--- src/rtl/thermo_seq_decoder.sv ---
// ============================================================================
// Module   : thermo_seq_decoder
// Purpose  : Multi-cycle thermometer-to-binary decoder; scans a latched W-bit
//            code one bit per cycle, reports the low run length and flags
//            bubbles. Optional macro THERMO_EARLY_EXIT_EN ends the scan once
//            no ones remain.
// Revision : 1.0 - initial release
// ============================================================================
`default_nettype none

module thermo_seq_decoder #(
  parameter int K = 3,
  parameter int W = 7
) (
  input  logic         clk,
  input  logic         rst,
  input  logic         start,
  input  logic [W-1:0] code,
  output logic         busy,
  output logic         done,
  output logic [K-1:0] value,
  output logic         err
);

  localparam logic [K-1:0] c_LAST_IDX = K'(W - 1);
  localparam logic [K-1:0] c_MAX_CNT  = K'(W);

  typedef enum logic [1:0] {
    S_IDLE = 2'd0,
    S_SCAN = 2'd1,
    S_DONE = 2'd2
  } state_t;

  state_t       state_q;
  logic [W-1:0] shreg_q;
  logic [K-1:0] index_q;
  logic [K-1:0] count_q, count_d;
  logic         zero_seen_q, zero_seen_d;
  logic         bad_q, bad_d;
  logic         busy_q, done_q, err_q;
  logic [K-1:0] value_q;

  logic         w_cur_bit;
  logic         w_scan_exit;

  always_comb begin
    w_cur_bit   = shreg_q[index_q];
    count_d     = (w_cur_bit && !zero_seen_q && (count_q != c_MAX_CNT))
                  ? count_q + K'(1) : count_q;
    bad_d       = bad_q | (w_cur_bit & zero_seen_q);
    zero_seen_d = zero_seen_q | ~w_cur_bit;
`ifdef THERMO_EARLY_EXIT_EN
    // Current bit and everything above it zero: nothing left to count or flag.
    w_scan_exit = (index_q == c_LAST_IDX) || ((shreg_q >> index_q) == '0);
`else
    w_scan_exit = (index_q == c_LAST_IDX);
`endif
  end

  always_ff @(posedge clk) begin
    if (rst) begin
      state_q     <= S_IDLE;
      shreg_q     <= '0;
      index_q     <= '0;
      count_q     <= '0;
      zero_seen_q <= 1'b0;
      bad_q       <= 1'b0;
      busy_q      <= 1'b0;
      done_q      <= 1'b0;
      value_q     <= '0;
      err_q       <= 1'b0;
    end else begin
      case (state_q)
        S_IDLE: begin
          done_q <= 1'b0;
          if (start) begin
            shreg_q     <= code;
            index_q     <= '0;
            count_q     <= '0;
            zero_seen_q <= 1'b0;
            bad_q       <= 1'b0;
            busy_q      <= 1'b1;
            state_q     <= S_SCAN;
          end
        end
        S_SCAN: begin
          count_q     <= count_d;
          bad_q       <= bad_d;
          zero_seen_q <= zero_seen_d;
          index_q     <= index_q + K'(1);
          if (w_scan_exit) begin
            // Results are published from the final evaluation directly.
            busy_q  <= 1'b0;
            done_q  <= 1'b1;
            value_q <= count_d;
            err_q   <= bad_d;
            state_q <= S_DONE;
          end
        end
        S_DONE: begin
          done_q  <= 1'b0;
          state_q <= S_IDLE;
        end
        default: begin
          busy_q  <= 1'b0;
          done_q  <= 1'b0;
          state_q <= S_IDLE;
        end
      endcase
    end
  end

  assign busy  = busy_q;
  assign done  = done_q;
  assign value = value_q;
  assign err   = err_q;

endmodule

`default_nettype wire

--- config.mk ---
export PLATFORM = sky130hd
export DESIGN_NAME = thermo_seq_decoder
export DESIGN_NICKNAME = d
export VERILOG_FILES = /design/src/rtl/thermo_seq_decoder.sv
export SDC_FILE = /design/constraint.sdc
export NUM_CORES = 1
export LEC_CHECK = 0
export CORE_MARGIN = 2
export CORE_UTILIZATION = 51
export CTS_CLUSTER_SIZE = 10
export DETAILED_ROUTE_END_ITERATION = 10
export GPL_ROUTABILITY_DRIVEN = 0
export PLACE_DENSITY = 0.77
export SLEW_MARGIN = 25
export SYNTH_ARGS = -nofsm -noshare
export SYNTH_HDL_FRONTEND = slang
export SYNTH_SLANG_ARGS = --single-unit
--- constraint.sdc ---
create_clock -name clk -period 1.7 [get_ports clk]
set_input_delay 0.51 -clock clk [delete_from_list [all_inputs] [get_ports clk]]
set_output_delay 0.51 -clock clk [all_outputs]
set_load 0.005 [all_outputs]
# After elaboration in Yosys (flattened, before gate mapping)
# Cells that the tools add are included.
# op_classes
mux,15
addsub,2
n_bitwise,6
n_reduce_logical,11
n_eq_ne,6
order_cmp,1
# ops
operator,count
3-bit one-hot mux with 2 select lines,2
2-bit AND reduction,4
"3-bit by 1-bit adder with 3-bit output, second input constant",2
3-bit 2-to-1 mux,2
"3-bit by 4-bit less-than comparator with 1-bit output, second input constant",1
1-bit 2-to-1 mux,4
2-bit 2-to-1 mux,2
"2-bit inequality test, second input constant",2
1-bit one-hot mux with 2 select lines,2
2-bit one-hot mux with 2 select lines,1
1-bit binary-select mux with 3-bit select,1
"3-bit equality test, second input constant",1
"3-bit inequality test, second input constant",1
1-bit NOT,3
1-bit one-hot mux with 3 select lines,1
3-bit AND reduction,1
"2-bit by 1-bit equality test with 1-bit output, second input constant",1
"2-bit equality test, second input constant",1
1-bit logical AND,2
2-bit logical NOT,1
1-bit OR,2
2-bit nonzero test,1
2-bit OR reduction,1
1-bit bitwise AND,1
1-bit logical NOT,1
# totals
in_bits,10
register_bits,23
wordCells,51
out_inout_bits,6

# Depth between registers and ports, before layout
# logic_depth
ltp_word,6
depth_mapped,7
mapped_depth_nobuf,6

# Worst setup path after synthesis
# Ideal clock, no wire load.
# synth_path
kind,register to register
from,register count_q[0]
to,register count_q[0]
n_path_buf,0
synth_period_minus_slack_ps,1567
stages_incl_launch_ff,7
setup_slack_ps,133
arrival_time_ps,1492
cell_sequence,dfxtp_1 > ha_1 > ha_1 > nor2_1 > nand3_4 > or3_1 > a31oi_1
# synth_via
elab_chain_len,4
elab_cells_between_ends,5
classes_between,1 x add/sub; 1 x eq/ne; 2 x mux; 1 x reduce/logical
# synth_lines
item,line_no,rtl
"start, declared",37,"logic [K-1:0] count_q, count_d;"
"start signal, assigned",87,count_q <= count_d;
"parallel branches: the longest is 2 deep, another holds 3-bit by 1-bit adder with 3-bit output",--,
3-bit 2-to-1 mux (*),49,? count_q + K'(1) : count_q;
3-bit one-hot mux with 2 select lines (*),73,case (state_q)
# Mark *: on every way between the ends.
# A chain may end at the register's enable or synchronous reset.

# Final worst setup path
# layout_path
from,"register value_q[2], in the netlist value[2]"
to,output value[2]
# layout_lines
item,line_no,rtl
"start, declared",41,logic [K-1:0] value_q;
"start signal, assigned",95,value_q <= count_d;
"end, declared",21,"output logic [K-1:0] value,"
# No word-level cell between the ends.

==> results.txt <==
The run finished with clean final reports. The capturing element type of the critical path was an output port. The aggregate global routing overflow was 0. The total global routing track utilization came out at 19.8%.

The startpoint identified for the worst hold timing path is shreg_q[0]. Ranked by total cell area, the synthesized netlist is headed by sky130_fd_sc_hd__dfxtp_1 (44%), sky130_fd_sc_hd__a21oi_1 (7.7%), sky130_fd_sc_hd__nand2_1 (6.5%), sky130_fd_sc_hd__nor2_1 (6.1%), sky130_fd_sc_hd__ha_1 (4.8%). For the number of antenna violations at the first check in global routing, the log shows 0. The total nets after synthesis came out at 137. For the worst-skew pair, the clock arrives at the later sink with an insertion delay of 0.31 ns. Of all nets on the critical path, the largest fanout is 2. Yosys instantiated no cell more often than sky130_fd_sc_hd__dfxtp_1.

Among cell families on the critical path, the largest total delay comes from buffers and inverters. For the effective utilization at floorplan, the log shows 53.6%. The leakage power is 0.000508 uW, and the count of placed standard cells including taps is 167.

The via-per-instance ratio is 5.24, and the highest cell delay on the worst timing path is 0.50 ns. Across the VDD grid, the largest voltage drop is 0.462 mV. The tools report the number of pins exceeding their max-slew limit in the final report as 0.

Setup repair after global routing left no endpoint under its margin. The tools report the number of buffers created by CTS as 3. At the end of the flow the core is filled with cells to 68.0%.

Dividing the final minimum period by the clock period gives 97.8%. The worst path arrival time was 1.15 ns; the fraction of synthesized cell area taken by the top area cell type was 44.2%. Slowest library cell on the worst path: sky130_fd_sc_hd__clkdlybuf4s50_1. The final layout contains routed wiring with a total length of 2.12 mm.

TritonCTS built the clock tree. Counting flops and latches in the post-synthesis netlist gives 23. Yosys printed 0 warnings.

For the via count of the first global-routing pass, the log shows 891. The number of top-level design ports came out at 16. The adder and majority cell fraction of the synthesized area is 4.81%. Kind of start point of the critical path: a flop. The total power draw was 989 uW. The total count of hold-check failures in the final report is 0. Counting cells, the worst reg-to-reg path comes to 6.

The relative slew slack is 77.9%. For this design the ratio of total power to cell area is 749 nW/um^2. After detailed placement, the total cell area comes to 1270 sq um. The total core area was 1940 sq um.

The achievable frequency was 0.602 GHz; the total number of vias was 901. The signal on the critical path passes through clkdlybuf4s50_1. The tools report the buffer depth of the longest clock path as 2. Actual slew at the worst max-slew pin: 0.331 ns. After synthesis the cells add up to 1040 sq um. The compound-cell area share of the yosys netlist was 18.0%. The synthesis-to-layout area growth is 26.9%, and the number of maximum-capacitance constraint violations is 0. The run gives 181 as the number of inserted filler cells in the final layout.

The clock transition at the register clock pins on the worst setup and hold paths after CTS works out to 0.13 ns. The mean instance size in the synthesized netlist was 8.46 sq um. The number of buffers and inverters on the critical path came out at 1. The total number of cells along the worst setup path was 1; the DRC violation total after the first TritonRoute iteration was 4.

Detailed placement ended at an HPWL of 1.55 mm. In the synthesized netlist, the cells that appear most often are sky130_fd_sc_hd__dfxtp_1 (23), sky130_fd_sc_hd__nand2_1 (18), sky130_fd_sc_hd__nor2_1 (17). The global-route wire length before repair was 3.72 mm; the proportion of synthesized flip-flops having asynchronous set or reset was 0%.

The die covers 2420 sq um. Cells with a size suffix above 1 make up 17.9% of the layout. For this run, the post-layout net count is 160. Synthesis instantiated 27 different standard cells from the library. The capturing point of the worst reg2reg path was count_q[0]. In the routed design, unresolved DRC markers number 0. The height of the chip came out at 49.2 um.

For the number of cells in the finished layout apart from fillers, the log shows 172. The floorplan has 16 rows. For hold timing, the worst endpoint is shreg_q[0]. The H-tree depth reported by CTS came out at 1. By startpoint and endpoint, the worst setup path is classified as flop to output port. The most used flip-flop cell after synthesis is sky130_fd_sc_hd__dfxtp_1. For this run, the register share of the synthesized area comes to 44.2%. The die outline width works out to 49.2 um. The startpoint of the most critical register-to-register path was count_q[1].

0 antenna diodes ended up in the layout. The worst hold path belongs to the class flop to flop. The smallest clock period supported by the final layout is computed as 1.66 ns.

The share of the synthesized netlist area taken by xor and xnor gates works out to 0.841%. In the final routed layout, each cell accounts on average for 12.3 um. Cell taking the most area after synthesis: sky130_fd_sc_hd__dfxtp_1. The clock arrives with 0.00224 ns of skew. The first-pass iteration count of the detailed router was 4. For the pin count of the biggest net entering global routing, the log shows 26. After routing the design area is 1320 sq um. In this run, synthesis inferred 0 flip-flops with an integrated enable.

After synthesis, the largest family of logic cells by area is simple AND/OR/NAND/NOR gates. Summing the areas of all and, or, nand and nor instances in the mapped netlist gives 22.2% of the synthesized area. Final hold analysis gives a worst-case slack of 0.464 ns. The tree built by TritonCTS fans out to 23 sinks. During placement, the flow inserted port buffers numbering 15. In this run the register-to-register setup slack is 0.10 ns. The required time at the endpoint of the critical path came out at 1.19 ns. The worst hold path cell count works out to 2.

The CTS root buffer is sky130_fd_sc_hd__clkbuf_4. Count of nets left with antenna violations after detail routing: 0. The share of cell area taken by muxes after synthesis is 4.81%, and the post-synthesis instance total is 123. Setup violations remaining at the end of the flow were counted as 0.
-- worst reg2reg max path, stage by stage (launching register included) --
cell and delay (ns):
sky130_fd_sc_hd__dfxtp_1 0.35, sky130_fd_sc_hd__ha_1 0.20, sky130_fd_sc_hd__ha_1 0.19, sky130_fd_sc_hd__nor2_2 0.15
sky130_fd_sc_hd__nand3_4 0.13, sky130_fd_sc_hd__or3_1 0.37, sky130_fd_sc_hd__a31oi_1 0.16
-- sequential cells by signal (all words and copies together) (netlist names) --
register	flops
done	1
bad_q	1
busy	1
value	3
count_q	3
err	1
index_q	3
shreg_q	7
zero_seen_q	1
state_q	2
-- worst max-delay path by stage --
stage	from	end	slack [ns]
finish	value[2]	value[2]	0.04
global route	value[2]	value[2]	0.003
CTS	busy	busy	0.008
detailed placement	start	count_q[1]	-0.13
global placement	start	shreg_q[1]	-0.04
floorplan	count_q[0]	count_q[0]	0.13
-- cells in the final DEF, fill, tap and decap left out --
cell	synthesis	routed
sky130_fd_sc_hd__a211oi_1	4	4
sky130_fd_sc_hd__a21oi_1	16	16
sky130_fd_sc_hd__a22oi_2	1	1
sky130_fd_sc_hd__a311oi_1	1	1
sky130_fd_sc_hd__a31oi_1	3	3
sky130_fd_sc_hd__and2_2	1	1
sky130_fd_sc_hd__buf_12	0	1
sky130_fd_sc_hd__buf_4	1	9
sky130_fd_sc_hd__clkbuf_1	5	1
sky130_fd_sc_hd__clkbuf_4	0	3
sky130_fd_sc_hd__clkdlybuf4s50_1	0	14
sky130_fd_sc_hd__dfxtp_1	23	17
sky130_fd_sc_hd__dfxtp_2	0	6
sky130_fd_sc_hd__dlymetal6s2s_1	0	1
sky130_fd_sc_hd__ha_1	4	4
sky130_fd_sc_hd__inv_1	4	4
sky130_fd_sc_hd__mux2i_1	5	5
sky130_fd_sc_hd__nand2_1	18	18
sky130_fd_sc_hd__nand2b_1	2	2
sky130_fd_sc_hd__nand3_1	2	2
sky130_fd_sc_hd__nand3_4	1	1
sky130_fd_sc_hd__nand3b_1	1	1
sky130_fd_sc_hd__nor2_1	17	15
sky130_fd_sc_hd__nor2_2	0	1
sky130_fd_sc_hd__nor2_4	0	1
sky130_fd_sc_hd__nor2b_1	2	2
sky130_fd_sc_hd__nor3_1	4	4
sky130_fd_sc_hd__o211ai_2	1	1
sky130_fd_sc_hd__o21bai_1	1	1
sky130_fd_sc_hd__o32ai_1	2	2
sky130_fd_sc_hd__or2_2	1	1
sky130_fd_sc_hd__or3_1	1	1
sky130_fd_sc_hd__xor2_1	1	1
-- what timing repair did --
action                     in CTS  in global routing
hold buffers                    0                  0
pin swaps                       0                  0
setup endpoints to repair       1                 10
buffers inserted                0                  1
resized for setup               1                  9
-- logic make-up after synthesis --
family / Yosys count
AND/OR/NAND/NOR: 50
adder cells (fa/ha/maj): 4
XOR/XNOR: 1
AO/OA/AOI/OAI: 29
buffers and inverters: 11
multiplexers: 5
flip-flops: 23
-- per-layer routing --
metal | share of wire [%] | vias up | global-route usage (%)
li1 | - | 465 | -
met1 | 44 | 417 | 22.4
met2 | 52 | 17 | 36.9
met3 | 3.6 | 2 | 3.07
met4 | 0.56 | 0 | 7.14
met5 | 0 | - | 0
-- final cells by class --
cell class | count | area [sq um] | area share [%]
well taps | 27 | 33.8 | 2.56
repair buffers | 25 | 240 | 18.2
flip-flops and latches | 23 | 468 | 35.4
clock buffers | 4 | 26.3 | 1.99
inverters | 4 | 15.0 | 1.14
multi-input cells | 89 | 538 | 40.7
-- metrics by stage --
step           TNS (ns)  worst slack, ns
6_report              0           0.0377
2_1_floorplan         0            0.133
3_5_place_dp     -0.767           -0.133
4_1_cts               0          0.00817
5_1_grt               0          0.00257
3_3_place_gp     -0.265          -0.0369
-- report_power, final --
part	total, uW	internal, uW	switching (uW)
sequential	576	560	15.8
combinational	158	79.5	78.4
clock	256	91.5	164
(Power assumes the default switching activity.)
